`src/rtl/execute_muldiv.sv`:
```
// execute_muldiv: iterative shift-add multiply and restoring divide/remainder unit with valid/ready handshakes
module execute_muldiv #(
  parameter int XLEN = 64,
  parameter int CNT_W = 7
) (
  input  logic            clk,
  input  logic            reset,
  input  logic            flush,
  input  logic            in_valid,
  output logic            in_ready,
  input  logic [2:0]      op,
  input  logic            word,
  input  logic [XLEN-1:0] a,
  input  logic [XLEN-1:0] b,
  output logic            out_valid,
  input  logic            out_ready,
  output logic [XLEN-1:0] result,
  output logic            busy
);
  typedef enum logic [1:0] {IDLE, RUN, DONE} stateT;
  localparam logic [2:0] MUL = 3'd0, DIV = 3'd1, DIVU = 3'd2, REM = 3'd3, REMU = 3'd4;
  stateT state, next;
  logic [CNT_W-1:0] cnt;
  logic [2:0] opR;
  logic wordR, negQ, negR;
  logic [XLEN-1:0] acc, mc, q;
  function automatic logic [XLEN-1:0] sx(input logic [31:0] v);
    return XLEN'($signed(v));
  endfunction
  function automatic logic [XLEN-1:0] fin(input logic [XLEN-1:0] v, input logic w);
    return w ? sx(v[31:0]) : v;
  endfunction
  logic [2:0] opIn;
  logic wordIn, sgn, aNeg, bNeg, isDivIn, bz, ovf, special, accept;
  logic [XLEN-1:0] aExt, bExt, aMag, bMag, minNeg, specRaw;
  assign opIn = op > REMU ? MUL : op;
  assign wordIn = word && (XLEN == 64);
  assign sgn = opIn == DIV || opIn == REM;
  assign aExt = wordIn ? (sgn ? sx(a[31:0]) : XLEN'(a[31:0])) : a;
  assign bExt = wordIn ? (sgn ? sx(b[31:0]) : XLEN'(b[31:0])) : b;
  assign aNeg = sgn && aExt[XLEN-1];
  assign bNeg = sgn && bExt[XLEN-1];
  assign aMag = aNeg ? -aExt : aExt;
  assign bMag = bNeg ? -bExt : bExt;
  assign minNeg = wordIn ? sx(32'h8000_0000) : {1'b1, {(XLEN-1){1'b0}}};
  assign isDivIn = opIn != MUL;
  assign bz = bExt == '0;
  assign ovf = sgn && aExt == minNeg && bExt == '1;
  assign special = isDivIn && (bz || ovf);
  assign specRaw = (opIn == DIV || opIn == DIVU) ? (bz ? '1 : aExt) : (bz ? aExt : '0);
  assign accept = in_valid && in_ready && !flush;
  logic isMul, ge;
  logic [XLEN:0] shl, diff;
  logic [XLEN-1:0] accN, qN, mcN, raw;
  assign isMul = opR == MUL;
  assign shl = {acc, q[XLEN-1]};
  assign diff = shl - {1'b0, mc};
  assign ge = !diff[XLEN];
  assign accN = isMul ? (q[0] ? acc + mc : acc) : (ge ? diff[XLEN-1:0] : shl[XLEN-1:0]);
  assign qN = isMul ? q >> 1 : {q[XLEN-2:0], ge};
  assign mcN = isMul ? mc << 1 : mc;
  assign raw = isMul ? accN : (opR == DIV || opR == DIVU) ? (negQ ? -qN : qN) : (negR ? -accN : accN);
  assign in_ready = state == IDLE;
  assign busy = state != IDLE;
  assign out_valid = state == DONE;
  // state register
  always_ff @(posedge clk or posedge reset)
    if (reset) state <= IDLE;
    else state <= next;
  // next state: flush wins over accept and completion
  always_comb begin
    next = flush ? IDLE :
           state == IDLE ? (in_valid ? (special ? DONE : RUN) : IDLE) :
           state == RUN  ? (cnt == '0 ? DONE : RUN) :
           (out_ready ? IDLE : DONE);
  end
  // operand capture at accept, one iteration per RUN cycle, result on the last one
  always_ff @(posedge clk or posedge reset)
    if (reset) begin
      cnt <= '0;
      opR <= MUL;
      wordR <= 1'b0;
      negQ <= 1'b0;
      negR <= 1'b0;
      acc <= '0;
      mc <= '0;
      q <= '0;
      result <= '0;
    end else if (accept) begin
      cnt <= wordIn ? CNT_W'(31) : CNT_W'(XLEN-1);
      opR <= opIn;
      wordR <= wordIn;
      negQ <= aNeg ^ bNeg;
      negR <= aNeg;
      acc <= '0;
      mc <= isDivIn ? bMag : aExt;
      q <= isDivIn ? (wordIn ? aMag << 32 : aMag) : bExt;
      if (special) result <= fin(specRaw, wordIn);
    end else if (state == RUN && !flush) begin
      cnt <= cnt - 1'b1;
      acc <= accN;
      q <= qN;
      mc <= mcN;
      if (cnt == '0) result <= fin(raw, wordR);
    end
endmodule

```
`config.mk`:
```
export PLATFORM = sky130hd
export DESIGN_NAME = execute_muldiv
export DESIGN_NICKNAME = d
export VERILOG_FILES = /design/src/rtl/execute_muldiv.sv
export SDC_FILE = /design/constraint.sdc
export NUM_CORES = 2
export LEC_CHECK = 0
export BUFFER_PORTS_ARGS = -buffer_cell sky130_fd_sc_hd__buf_2
export CAP_MARGIN = 30
export CELL_PAD_IN_SITES_DETAIL_PLACEMENT = 1
export CELL_PAD_IN_SITES_GLOBAL_PLACEMENT = 1
export CORE_MARGIN = 2
export CORE_UTILIZATION = 47
export DETAILED_ROUTE_END_ITERATION = 7
export GPL_TIMING_DRIVEN = 1
export PLACE_DENSITY = 0.83
export SLEW_MARGIN = 20
export SYNTH_ARGS = -nofsm -noshare
export SYNTH_HDL_FRONTEND = slang
export SYNTH_SLANG_ARGS = --single-unit
```
`constraint.sdc`:
```
create_clock -name clk -period 10.7 [get_ports clk]
set_clock_uncertainty 0.15 [all_clocks]
set_input_delay 1.605 -clock clk [delete_from_list [all_inputs] [get_ports clk]]
set_output_delay 1.605 -clock clk [all_outputs]
set_load 0.02 [all_outputs]
```
* Word level (Yosys, flattened, before mapping)
Cells that the tools add are included.
Word-level totals: RAM bits 0, word-level logic and storage cells 99, memories kept 0, ROM bits 0, bits in latches 0, output and inout bits 67, flip-flop bits (word level) 271
Operators by class: add/sub/neg operators 7, $lt $le $gt $ge 1, divide/modulo/power cells 0, multipliers 0, equality and inequality tests 10, bitwise logic cells 1, multiplexer cells 45, shift-type cells 0, reduce and logical (&&, ||, !) cells 25
Operators with widths (count):
- two-way mux 64 bit | 33
- negator 64 bit | 4
- subtractor 65 x 64 -> 65 bit | 1
- adder 64 bit | 1
- equality test 64 bit | 1
- equality test 64 bit (second input constant) | 1
- logical NOT 64 bit | 1
- two-way mux 63 bit | 1
- two-way mux 2 bit | 7
- two-way mux 7 bit | 2
- equality test 3 x 2 -> 1 bit (second input constant) | 3
- logical AND 1 bit | 8
- nonzero test 2 bit | 4
- logical NOT 7 bit | 1
- subtractor 7 x 1 -> 7 bit (second input constant) | 1
- equality test 3 x 1 -> 1 bit (second input constant) | 2
- two-way mux 6 bit | 1
- logical OR 1 bit | 4
- > comparator 3 bit (second input constant) | 1
- logical NOT 3 bit | 1
- two-way mux 3 bit | 1
- AND reduction 3 bit | 1
- nonzero test 3 bit | 1
- equality test 2 x 1 -> 1 bit (second input constant) | 1
- 6 further kinds | 7

* Depth between registers and ports, before layout
depth after elaboration 15, mapped depth 24, gate-level depth less buffers 24

* Worst setup path after synthesis
No wires, ideal clock.
kind input-to-reg, start input port b[10], end register result[24], cell stages on the path 15, data arrival time 5491 ps, data required time 10446 ps, buffers on the path 3, setup slack 4955 ps, cell sequence or4_1 -> or3_1 -> or3_1 -> clkbuf_1 -> or3_1 -> or4_1 -> nor3_1 -> and4b_1 -> nand2_1 -> or3_1 -> clkbuf_1 -> nand2_1 -> buf_2 -> a21oi_1 -> a221oi_1
On the way: word-level cells in the longest chain between the ends 8
RTL lines:
- start: declaration | RTL line 14 | input logic [XLEN-1:0] b,
- two-way mux 64 bit | RTL line 40 | assign bExt = wordIn ? (sgn ? sx(b[31:0]) : XLEN'(b[31:0])) : b;
- two-way mux 64 bit (*) | RTL line 40
- logical NOT 64 bit / equality test 64 bit (equally long branches) | RTL line 47, 48
- two-way mux 64 bit / logical AND 1 bit (equally long branches) | RTL line 50, 48
- two-way mux 64 bit / logical OR 1 bit (equally long branches) | RTL line 50, 49
- two-way mux 64 bit / logical AND 1 bit (equally long branches) | RTL line 31, 49
- two-way mux 64 bit / != test 2 bit (equally long branches)
- two-way mux 64 bit / AND reduction 3 bit (equally long branches)
- end signal: assignment | RTL line 98 | if (special) result <= fin(specRaw, wordIn);
- end signal: assignment | RTL line 104 | if (cnt == '0) result <= fin(raw, wordR);
- end: declaration | RTL line 17 | output logic [XLEN-1:0] result,
Mark *: on every way between the ends. The rest lies on a longest branch, timed or not. The select of a mux whose other input is x is not followed. A chain may end at the register's enable or synchronous reset.

* Final worst setup path
start register q[63], end register result[56]
On the way: word-level cells in the longest chain between the ends 11
RTL lines:
- start: declaration | RTL line 26 | logic [XLEN-1:0] acc, mc, q;
- start signal: assignment | RTL line 97 | q <= isDivIn ? (wordIn ? aMag << 32 : aMag) : bExt;
- start signal: assignment | RTL line 102 | q <= qN;
- subtractor 65 x 64 -> 65 bit | RTL line 57 | assign diff = shl - {1'b0, mc};
- two-way mux 64 bit / logical NOT 1 bit (equally long branches) | RTL line 59, 58
- two-way mux 64 bit, on equally long branches | RTL line 59, 60
- negator 64 bit | RTL line 62 | assign raw = isMul ? accN : (opR == DIV || opR == DIVU) ? (negQ ? -qN : qN) : (negR ? -accN : accN);
- two-way mux 64 bit (2 in a row) | RTL line 62
- two-way mux 64 bit (*) | RTL line 62
- two-way mux 64 bit (*) | RTL line 31 | return w ? sx(v[31:0]) : v;
- two-way mux 64 bit (*) | RTL line 104
- two-way mux 64 bit (*) | RTL line 99 | end else if (state == RUN && !flush) begin
- two-way mux 64 bit (*) | RTL line 89 | end else if (accept) begin
Marks and branches as above.

==> results_dict.tcl <==
set metrics [dict create \
    met2_length_um 67000 \
    overflow 0 \
    drv_slew 0 \
    worst_hold_path_type "reg2reg" \
    fp.dieH_um 266 \
    synth-edff-count 0 \
    synth_adder_area_share_pct 5.75 \
    num-nets-final 4812 \
    start_kind "flip-flop" \
    required_ns 11.01 \
    antenna_found_initial 6 \
    synth_top_family_by_area "compound AO/OA/AOI/OAI gates" \
    cts-hold-fix-buffers 0 \
    drt_first_pass_iters 6 \
    drtIter0Drc 5136 \
    grt_max_degree 156 \
    route.detailed.drc 0 \
    p_per_area_nw_per_um2 329 \
    tightest_slew_ns 1.21 \
    cp_slowest_cell "nor4_1" \
    finalCritPeriodShare_pct 73.1 \
    mostFrequentLayoutCells "nand2_1, a21oi_1, o21ai_0" \
    max_freq_mhz 128 \
    drive_gt1_share_pct 10.1 \
    rsz0062_at_grt "no" \
    die-width_um 266 \
    clock_path_buffers 3 \
    wl_met1_um 68100 \
    synth-seq-cells 271 \
    synth_fp_nets 4794 \
    synthArstFlopShare_pct 100 \
    die_area_sq_um 70900 \
    rows 96 \
    root_buffer "clkbuf_16" \
    power.total_mw 11.7 \
    numCtsBuffers 35 \
    setup_viol 0 \
    peakVddDrop_v 0.000134 \
    status "finished clean" \
    drv_cap 0 \
    regArea_sq_um 6790 \
    grt_pass1_wl_um 237000 \
    clk_latency_ns 0.58 \
    multi_input_area_sq_um 23900 \
    num_vias 38200 \
    cts_resized 0 \
    synth_compound_area_share_pct 34.7 \
    routed.top_layer "met5" \
    post-route-min-period_ns 7.82 \
    wl_um 162000 \
    gp_congestion 1.03 \
    core_region_area_sq_um 68300 \
    htreeDepth 2 \
    wl_met3_um 19600 \
    hold_viol_final 0 \
    cts_tree "done" \
    start_util_pct 47.3 \
    slowest_delay_ns 0.71 \
    grt_pass1_vias 36200 \
    synth_area_per_cell_sq_um 7.15 \
    synth_mux_area_share_pct 2.79 \
    slew_headroom_pct 19.0 \
    synth-seq-area-share_pct 21.0 \
    rrSetupSlack_ns 2.88 \
    cp-end-kind "flip-flop" \
    cpMostUsedCell "a21oi_1" \
    critical_path_arrival_ns 8.13 \
    dpl.hpwl_um 124000 \
    timing.setup.tns_ns 0 \
    synthCells 4521 \
    antenna_left 0 \
    cts.clk_slew.worst_paths_ns 0.07 \
    ys_types 113 \
    io_buffer_count 203 \
    final_common_cell "nand2_1" \
    synth_xor_area_share_pct 8.08 \
    synth_area_sq_um 32300 \
    postCtsSetupRepairBufs 0 \
    ys_warn_count 0 \
    grtUsageTotal_pct 44.1 \
    worstSetupPathType "reg2reg" \
    num_io_pins 204 \
    worst-path-max-fanout 35 \
    synth-simple-area-share_pct 22.3 \
    wire_per_inst_um 29.7 \
    leakagePower_nw 14.5 \
    vias_per_cell 7.01 \
    area_delta_synth_final_pct 9.62 \
    synth-main-ff-cell "dfrtp_1" \
    final.fill_count 8823 \
    clock-sinks 271 \
]
-- per-stage QoR --
stage               setup WS (ns)  hold slack, ns  cell area, sq um  utilization (%)  std cells
global placement             3.36           0.310             33900             49.6       5367
CTS                          3.17           0.337             35300             51.7       5441
global route                 2.52           0.375             35400             51.8       5447
detailed placement           3.35           0.322             34000             49.7       5378
floorplan                    1.48           0.319             32300                -       4521
finish                       2.88           0.339             35400             51.8       5449
-- registers in the layout, summed over array words and instances, names as in the netlist --
name,count
wordR,1
cnt,7
acc,64
result,64
mc,64
negQ,1
opR,3
state,2
q,64
negR,1
-- layout make-up --
type	count	share of cell area (%)
tap	882	3.11
clock buffer	42	2.72
antenna	2	0.0141
sequential	271	19.2
multi-input combinational	3798	67.6
timing repair buffer	293	4.94
inverter	140	1.50
clock inverter	21	1.00
-- Yosys cell counts, types with 19 or more instances --
master / n / area share (%)
mux2i_1: 80 / 2.5
or2_2: 20 / 0.39
a22o_1: 38 / 1.0
nor4_1: 35 / 0.68
or3_1: 44 / 0.85
and3_1: 29 / 0.56
o41ai_1: 24 / 0.65
nand2_1: 530 / 6.2
a31oi_1: 77 / 1.5
o21ai_0: 396 / 6.1
clkbuf_1: 247 / 2.9
nand2b_1: 36 / 0.70
o221ai_1: 36 / 0.98
nand4_1: 66 / 1.3
o21a_1: 42 / 0.98
a311oi_1: 19 / 0.51
nand3_1: 99 / 1.5
or4_1: 22 / 0.51
xor2_1: 128 / 3.5
and2_1: 31 / 0.60
nor3_1: 119 / 1.8
o31ai_1: 53 / 1.2
a211oi_1: 128 / 3.0
nor2_1: 398 / 4.6
nor2b_1: 38 / 0.74
buf_2: 27 / 0.42
a221oi_1: 41 / 1.1
xnor2_1: 170 / 4.6
dfrtp_1: 271 / 21
o22ai_1: 25 / 0.48
o211ai_1: 80 / 1.9
a21oi_1: 508 / 7.9
inv_1: 139 / 1.6
a21o_1: 72 / 1.7
buf_1: 29 / 0.34
ha_1: 134 / 5.2
-- critical path, delay by kind of cell, from the launching register on --
family	cells	cell delay (ns)
simple gates	9	2.63
flops	1	0.40
xor+xnor	1	0.24
fa+ha+maj	3	0.97
compound gates	10	2.36
buf+inv	3	0.91
-- path summary, 6_finish.rpt --
kind | startpoint | endpoint | cells after the start
setup / recovery | q[63] | result[56] | 26
hold / removal | result[10] | result[10] | 2
setup reg to reg | q[63] | result[56] | 26
hold reg to reg | result[10] | result[10] | 2
max in group asynchronous | reset | acc[40] | 4
min in group asynchronous | reset | acc[14] | 2
-- logic make-up (layout without fill, tap and decap cells) --
family                   Yosys count  after routing
adder cells (fa/ha/maj)          150            150
buffers and inverters            452            496
XOR/XNOR                         298            298
other                              0              2
AND/OR/NAND/NOR                 1531           1531
flip-flops                       271            271
multiplexers                      89             89
AO/OA/AOI/OAI                   1730           1730
-- routing by layer --
layer  vias to the layer above  track usage [%]
li1                      16800                -
met1                     18900             62.3
met2                      2228             64.3
met3                       302             11.1
met4                         4             16.8
met5                         -                0
-- power by group --
group	total [mW]	leakage [nW]	internal, mW	switching, mW
registers	1.83	3.43	1.33	0.504
logic	8.43	10.5	2.76	5.67
clock network	1.41	0.637	0.863	0.550
Power figures use the tool's default switching activity.
